## src/rtl/rast_iter_pkg.sv

```systemverilog
// Shared types and helpers for the sample iterator.
//   iter_state_t : sequencer state encoding
//   SS_*         : bit positions inside the one-hot subsample select
//   ss_step      : grid pitch in fixed point for a given subsample select
package rast_iter_pkg;

  typedef enum logic {WAIT, TEST} iter_state_t;

  localparam int SS_1X = 3;
  localparam int SS_2X = 2;
  localparam int SS_4X = 1;
  localparam int SS_8X = 0;

  // One pixel is 1 << radix; each doubling of the subsample rate halves the pitch.
  function automatic logic [31:0] ss_step(input logic [3:0] sub_sample, input int radix);
    int lg2;
    lg2 = 0;
    if (sub_sample[SS_2X]) lg2 = 1;
    if (sub_sample[SS_4X]) lg2 = 2;
    if (sub_sample[SS_8X]) lg2 = 3;
    return 32'd1 << (radix - lg2);
  endfunction

endpackage

```

## src/rtl/samp_grid_step.sv

```systemverilog
// Combinational raster step over a grid-aligned bounding box.
//   i_samp_x/y : current sample
//   i_ll_x/y   : lower-left corner of the box
//   i_ur_x/y   : upper-right corner of the box
//   i_step     : grid pitch
//   o_next_x/y : following sample in raster order (x fastest)
//   o_at_last  : current sample is the upper-right corner
module samp_grid_step #(
  parameter int SIGFIG = 24
) (
  input  logic signed [SIGFIG-1:0] i_samp_x,
  input  logic signed [SIGFIG-1:0] i_samp_y,
  input  logic signed [SIGFIG-1:0] i_ll_x,
  input  logic signed [SIGFIG-1:0] i_ll_y,
  input  logic signed [SIGFIG-1:0] i_ur_x,
  input  logic signed [SIGFIG-1:0] i_ur_y,
  input  logic signed [SIGFIG-1:0] i_step,
  output logic signed [SIGFIG-1:0] o_next_x,
  output logic signed [SIGFIG-1:0] o_next_y,
  output logic                     o_at_last
);

  always_comb begin
    o_next_x = i_samp_x;
    o_next_y = i_samp_y;
    if (i_samp_x < i_ur_x) begin
      o_next_x = i_samp_x + i_step;
    end else begin
      o_next_x = i_ll_x;
      o_next_y = i_samp_y + i_step;
    end
  end

  assign o_at_last = (i_samp_x == i_ur_x) && (i_samp_y == i_ur_y);

endmodule

```

## src/rtl/samp_iter_ctrl.sv

```systemverilog
// Sample iterator between the bbox stage and the sample-test datapath.
// Accepts one triangle plus box, emits every subsample grid point inside the box
// in raster order (one per unheld cycle) and stalls upstream while doing so.
//   clk, rst            : clock, synchronous active-high reset
//   tri_R13S, color_R13U: incoming triangle and color
//   box_R13S            : [0]=LL, [1]=UR, each [0]=x [1]=y
//   validTri_R13H       : incoming triangle valid
//   subSample_RnnnnU    : one-hot subsample rate
//   hold_R14H           : downstream stall
//   halt_RnnnnL         : low = upstream must not advance
//   tri_R14S, color_R14U: triangle under test
//   sample_R14S         : current sample (x,y)
//   validSamp_R14H      : sample valid
//
// state | meaning
// WAIT  | idle, ready to accept a triangle
// TEST  | walking the grid of the latched box
module samp_iter_ctrl
  import rast_iter_pkg::*;
#(
  parameter int SIGFIG = 24,
  parameter int RADIX  = 10,
  parameter int VERTS  = 3,
  parameter int AXIS   = 3,
  parameter int COLORS = 3
) (
  input  logic                     clk,
  input  logic                     rst,
  input  logic signed [SIGFIG-1:0] tri_R13S [VERTS][AXIS],
  input  logic        [SIGFIG-1:0] color_R13U [COLORS],
  input  logic signed [SIGFIG-1:0] box_R13S [2][2],
  input  logic                     validTri_R13H,
  input  logic        [3:0]        subSample_RnnnnU,
  input  logic                     hold_R14H,
  output logic                     halt_RnnnnL,
  output logic signed [SIGFIG-1:0] tri_R14S [VERTS][AXIS],
  output logic        [SIGFIG-1:0] color_R14U [COLORS],
  output logic signed [SIGFIG-1:0] sample_R14S [2],
  output logic                     validSamp_R14H
);

  iter_state_t r_state;
  iter_state_t w_next_state;

  logic signed [SIGFIG-1:0] r_tri [VERTS][AXIS];
  logic        [SIGFIG-1:0] r_color [COLORS];
  logic signed [SIGFIG-1:0] r_ll_x, r_ll_y, r_ur_x, r_ur_y;
  logic signed [SIGFIG-1:0] r_samp_x, r_samp_y;
  logic                     r_valid;

  logic signed [SIGFIG-1:0] w_step;
  logic signed [SIGFIG-1:0] w_next_x, w_next_y;
  logic                     w_at_last;
  logic                     w_accept, w_advance, w_drop;

  assign w_step = SIGFIG'(ss_step(subSample_RnnnnU, RADIX));

  samp_grid_step #(.SIGFIG(SIGFIG)) u_grid (
    .i_samp_x  (r_samp_x),
    .i_samp_y  (r_samp_y),
    .i_ll_x    (r_ll_x),
    .i_ll_y    (r_ll_y),
    .i_ur_x    (r_ur_x),
    .i_ur_y    (r_ur_y),
    .i_step    (w_step),
    .o_next_x  (w_next_x),
    .o_next_y  (w_next_y),
    .o_at_last (w_at_last)
  );

  always_ff @(posedge clk) begin
    if (rst) r_state <= WAIT;
    else     r_state <= w_next_state;
  end

  always_comb begin
    w_next_state = r_state;
    w_accept     = 1'b0;
    w_advance    = 1'b0;
    w_drop       = 1'b0;
    case (r_state)
      WAIT: begin
        if (validTri_R13H) begin
          w_accept     = 1'b1;
          w_next_state = TEST;
        end
      end
      TEST: begin
        if (!hold_R14H) begin
          if (!w_at_last) begin
            w_advance = 1'b1;
          end else if (validTri_R13H) begin
            // Back-to-back: next triangle's LL follows this UR with no bubble.
            w_accept = 1'b1;
          end else begin
            w_drop       = 1'b1;
            w_next_state = WAIT;
          end
        end
      end
      default: w_next_state = WAIT;
    endcase
  end

  always_ff @(posedge clk) begin
    if (rst) begin
      for (int v = 0; v < VERTS; v++)
        for (int a = 0; a < AXIS; a++)
          r_tri[v][a] <= '0;
      for (int c = 0; c < COLORS; c++)
        r_color[c] <= '0;
      r_ll_x   <= '0;
      r_ll_y   <= '0;
      r_ur_x   <= '0;
      r_ur_y   <= '0;
      r_samp_x <= '0;
      r_samp_y <= '0;
      r_valid  <= 1'b0;
    end else if (w_accept) begin
      r_tri    <= tri_R13S;
      r_color  <= color_R13U;
      r_ll_x   <= box_R13S[0][0];
      r_ll_y   <= box_R13S[0][1];
      r_ur_x   <= box_R13S[1][0];
      r_ur_y   <= box_R13S[1][1];
      r_samp_x <= box_R13S[0][0];
      r_samp_y <= box_R13S[0][1];
      r_valid  <= 1'b1;
    end else if (w_advance) begin
      r_samp_x <= w_next_x;
      r_samp_y <= w_next_y;
    end else if (w_drop) begin
      r_valid  <= 1'b0;
    end
  end

  // In WAIT upstream may always advance; in TEST only as the last sample leaves.
  assign halt_RnnnnL    = (r_state == WAIT) || (w_at_last && !hold_R14H);
  assign tri_R14S       = r_tri;
  assign color_R14U     = r_color;
  assign sample_R14S[0] = r_samp_x;
  assign sample_R14S[1] = r_samp_y;
  assign validSamp_R14H = r_valid;

  a_ss_onehot: assert property (@(posedge clk) disable iff (rst)
    (r_state == TEST) |-> $onehot(subSample_RnnnnU));

endmodule

```

## config.mk

```make
export PLATFORM = sky130hd
export DESIGN_NAME = samp_iter_ctrl
export DESIGN_NICKNAME = d
export VERILOG_FILES = /design/src/rtl/rast_iter_pkg.sv /design/src/rtl/samp_grid_step.sv /design/src/rtl/samp_iter_ctrl.sv
export SDC_FILE = /design/constraint.sdc
export NUM_CORES = 1
export LEC_CHECK = 0
export ABC_AREA = 1
export CAP_MARGIN = 0
export CELL_PAD_IN_SITES_DETAIL_PLACEMENT = 0
export CELL_PAD_IN_SITES_GLOBAL_PLACEMENT = 1
export CORE_AREA = 4 4 285 287
export CTS_BUF_LIST = sky130_fd_sc_hd__clkbuf_4 sky130_fd_sc_hd__clkbuf_8
export DETAILED_ROUTE_END_ITERATION = 6
export DIE_AREA = 0 0 289 291
export PLACE_DENSITY = 0.68
export SLEW_MARGIN = 15
export SYNTH_ARGS = -nofsm -noshare
export SYNTH_HDL_FRONTEND = slang
export SYNTH_SLANG_ARGS = --single-unit
```

## constraint.sdc

```tcl
create_clock -name clk -period 3.8 [get_ports clk]
set_input_delay 0.76 -clock clk [delete_from_list [all_inputs] [get_ports clk]]
set_output_delay 0.76 -clock clk [all_outputs]
set_load 0.01 [all_outputs]
```

==> metrics.cfg, run 1 <==
[cts]
worst_setup_hold_path_clk_slew_ns = 0.06
clk_root_buffer_cell = sky130_fd_sc_hd__clkbuf_8
cts_inserted_buffers = 82
numClockSinks = 410
htree_num_levels = 3
cts_hold_buffers = 0
clkLatencyLatePin_ns = 0.67
cts_tree = yes
cts.path.max_buffers = 3

[setup_path]
crit_arrival_ns = 2.49
cp.required_ns = 3.04
worst_setup_path_start_kind = flop
setup.worst_path.class = flop to output pin
type_of_destination_of_the_critical_path = output pin
crit_path_max_fanout = 7

[yosys]
yosys.area_share.xor_xnor = 0.01971
ys_async_rst_share = 0
synth_ff_type = sky130_fd_sc_hd__dfxtp_1
post_synth.cell_area_avg_um2 = 7.049
synth-compound-area-share = 0.1441
netlist_top_cells_count = sky130_fd_sc_hd__nor2_1, sky130_fd_sc_hd__nand2_1, sky130_fd_sc_hd__dfxtp_1, sky130_fd_sc_hd__o21ai_0, sky130_fd_sc_hd__o21ai_1
synth_top_family_by_area = simple AND/OR/NAND/NOR gates
synth_mux_area_frac = 0
post_synth_main_area_contributors = sky130_fd_sc_hd__dfxtp_1, sky130_fd_sc_hd__nor2_1, sky130_fd_sc_hd__nand2_1
synthDistinctLibCells = 40
synth.yosys.warnings = 0
synthesized_area_fraction_occupied_by_adder_cells = 0.03701
number_of_synthesized_flops_with_an_enable_pin = 0
mappedNetlistArea_um2 = 18660
yosys.cell_count.top_type = sky130_fd_sc_hd__nor2_1
synthesis.instances = 2647
yosys_register_bits = 410
synth_largest_area_cell = sky130_fd_sc_hd__dfxtp_1
post_synth_simple_gate_area = 0.2798
synth_seq_area_share = 0.4399
fraction_of_post_synthesis_cell_area_in_the_top_cell_type_by_area = 0.4399

[route]
overall_via_count_from_detail_route = 19630
route.met2.wl_mm = 41.88
ant_nets = 0
routedWlPerCell_um = 18.89
drc_violation_count_after_routing = 0
avgViaCountPerCell = 4.336
highest-signal-layer = met5
first_iter_violations = 1125
totalWireLength_mm = 85.54
drt-met1-wl_mm = 34.83
detailedRoute.firstPassIterationCount = 6
route.met3.wl_mm = 6.643

[sta]
maxSlewHeadroom = 0.4402
timing_worst_slew_pin_value_ns = 0.8397
timing_max_transition_violations_final = 0
final.setup.worst_slack_ns = 0.5489
finalHoldViolations = 0
layout_min_cycle_time_ns = 3.251
post-route-period-util = 0.8556
maxClockFrequency_ghz = 0.3076
rsz0062_at_grt = false
setup_viol = 0
skew_ns = 0.04446
timing.hold.ws_ns = 0.4581
timing.setup.tns_ns = 0

[place]
place.gp.congestion = 0.9035
place_worst_setup_slack_ns = 0.3566
place_hpwl_mm = 66.28
port_buffers = 728

[die]
placeable_core_area_um2 = 78610
floorplan.die_area_um2 = 84100
io_pins = 730
die_height_um = 291
die_width_um = 289
row_count = 103
floorplan.initialDensity = 0.2374

[power]
comb_power_share = 0.230
p_per_area_nw_per_um2 = 449.1
switching_share = 0.3033
peakVddDrop_mv = 0.2695
p_clk_frac = 0.393
cellLeakagePower_nw = 12.16
cell_internal_pwr_w = 0.009086
seq_power_share = 0.377
switchingPower_w = 0.003956

[grt]
antenna_violations_before_repair = 16
gr-usage-all-layers = 0.1962
gr-total-overflow = 0
grt_first_pass_wirelength_mm = 124.4
vias_in_the_first_global_route = 19110
largest_net_degree_at_the_start_of_global_routing = 111

[finish]
post_route_cells_drive_above_1_share = 0.07122
area_growth_syn_to_layout_pct = 55.64
fin_nets = 3847

[outcome]
run_status = complete, no violations

[min_path]
kind_of_path_behind_the_tightest_hold_check = flop to flop

[job]
drv.max_cap_violation_count = 0

what timing repair did:
item / 4_1_cts / 5_1_grt
buffers inserted: 2 / 1
setup endpoints to repair: 1 / 1
gates resized for setup: 4 / 4
pin swaps: 2 / 2
endpoints found under the hold margin: 0 / 0
kinds of logic after synthesis:
family                   count (synthesis)
flip-flops                             410
AND/OR/NAND/NOR                       1323
AO/OA/AOI/OAI                          525
XOR/XNOR                                42
adder cells (fa/ha/maj)                 54
other                                    2
buffers and inverters                  291
critical path, cell delays in order (launching register included):
cell,delay [ns]
sky130_fd_sc_hd__dfxtp_1,0.43
sky130_fd_sc_hd__ha_1,0.36
sky130_fd_sc_hd__nand2_1,0.05
sky130_fd_sc_hd__nor2_1,0.14
sky130_fd_sc_hd__nand2_2,0.14
sky130_fd_sc_hd__nor3_1,0.22
sky130_fd_sc_hd__nand4_1,0.16
sky130_fd_sc_hd__nand2_2,0.16
sky130_fd_sc_hd__dlymetal6s2s_1,0.19
cell usage in the layout, fill, tap and decap left out, types with 2 or more instances in the layout:
cell type and instances:
sky130_fd_sc_hd__inv_6 2, sky130_fd_sc_hd__nor3_1 11, sky130_fd_sc_hd__ha_1 51, sky130_fd_sc_hd__nor2_1 760, sky130_fd_sc_hd__xnor2_1 17, sky130_fd_sc_hd__inv_2 5, sky130_fd_sc_hd__buf_12 13, sky130_fd_sc_hd__nor2_2 2
sky130_fd_sc_hd__o21bai_1 2, sky130_fd_sc_hd__clkdlybuf4s50_1 727, sky130_fd_sc_hd__nand3b_1 7, sky130_fd_sc_hd__dfxtp_1 408, sky130_fd_sc_hd__clkinv_2 4, sky130_fd_sc_hd__xor2_1 25, sky130_fd_sc_hd__clkbuf_4 36, sky130_fd_sc_hd__nand2_2 5
sky130_fd_sc_hd__o21ai_1 142, sky130_fd_sc_hd__clkbuf_8 101, sky130_fd_sc_hd__fa_1 2, sky130_fd_sc_hd__and2_1 2, sky130_fd_sc_hd__inv_12 4, sky130_fd_sc_hd__a21o_1 4, sky130_fd_sc_hd__conb_1 24, sky130_fd_sc_hd__inv_1 133
sky130_fd_sc_hd__buf_4 59, sky130_fd_sc_hd__o21ai_0 253, sky130_fd_sc_hd__nand2_1 413, sky130_fd_sc_hd__a21oi_1 113, sky130_fd_sc_hd__dfxtp_2 2, sky130_fd_sc_hd__o211ai_1 5, sky130_fd_sc_hd__nand4_1 15, sky130_fd_sc_hd__nand3_1 101
sky130_fd_sc_hd__bufinv_16 3, sky130_fd_sc_hd__diode_2 10
power by group through the flow:
stage          sequential (W)  clock, W  combinational, W
3_5_place_dp          0.00500         0           0.00299
4_1_cts               0.00492   0.00533           0.00301
3_3_place_gp          0.00499         0           0.00299
5_1_grt               0.00496   0.00552           0.00330
6_report              0.00492   0.00513           0.00300
2_1_floorplan         0.00508         0           0.00134
metal layers:
metal | vias to the layer above | track usage
met5 | - | 0
met4 | 14 | 0.05769
met3 | 130 | 0.06061
met2 | 574 | 0.3402
met1 | 8900 | 0.2320
li1 | 10020 | -
stage by stage:
step | cells | power, W | utilization | cell area, um2
finish | 4528 | 0.01304 | 0.3694 | 29040
global route | 4521 | 0.01379 | 0.3692 | 29020
CTS | 4517 | 0.01325 | 0.3688 | 28990
detailed placement | 4364 | 0.007991 | 0.3447 | 27100
global placement | 4364 | 0.007985 | 0.3447 | 27100
floorplan | 2669 | 0.006429 | - | 18740
layout make-up:
type | instances | area, um2
fillers | 8478 | 49570
multi-input cells | 1968 | 9109
flip-flops and latches | 410 | 8210
repair buffers | 800 | 7993
clock buffers | 137 | 1660
well taps | 1050 | 1314
inverters | 139 | 529.3
clock inverters | 14 | 200.2
diodes | 10 | 25.02
sequential cells by signal, summed over array words and instances (netlist names), named ones only:
| name | flops |
|---|---|
| r_state | 1 |
| r_ll_x | 24 |
| color_R14U | 72 |
| validSamp_R14H | 1 |
| r_ur_y | 24 |
| r_ur_x | 24 |
| r_samp_x | 23 |
| r_samp_y | 23 |
| tri_R14S | 216 |
worst paths after layout:
kind,depth (start not counted),to,startpoint,slack (ns)
max,8,halt_RnnnnL,r_samp_x[13],0.55
min,2,r_ur_x[21],r_ur_x[21],0.46
max reg2reg,16,tri_R14S[136],r_samp_x[13],0.56
min reg2reg,2,r_ur_x[21],r_ur_x[21],0.46
No activity file was read; power rests on OpenSTA's default activity.
==> run 2: changes to the inputs <==
Settings changed: SLEW_MARGIN 15 to 20.
==> results of run 2 <==
Same layout as run 1: the final DEF is identical, and so are final timing and power.
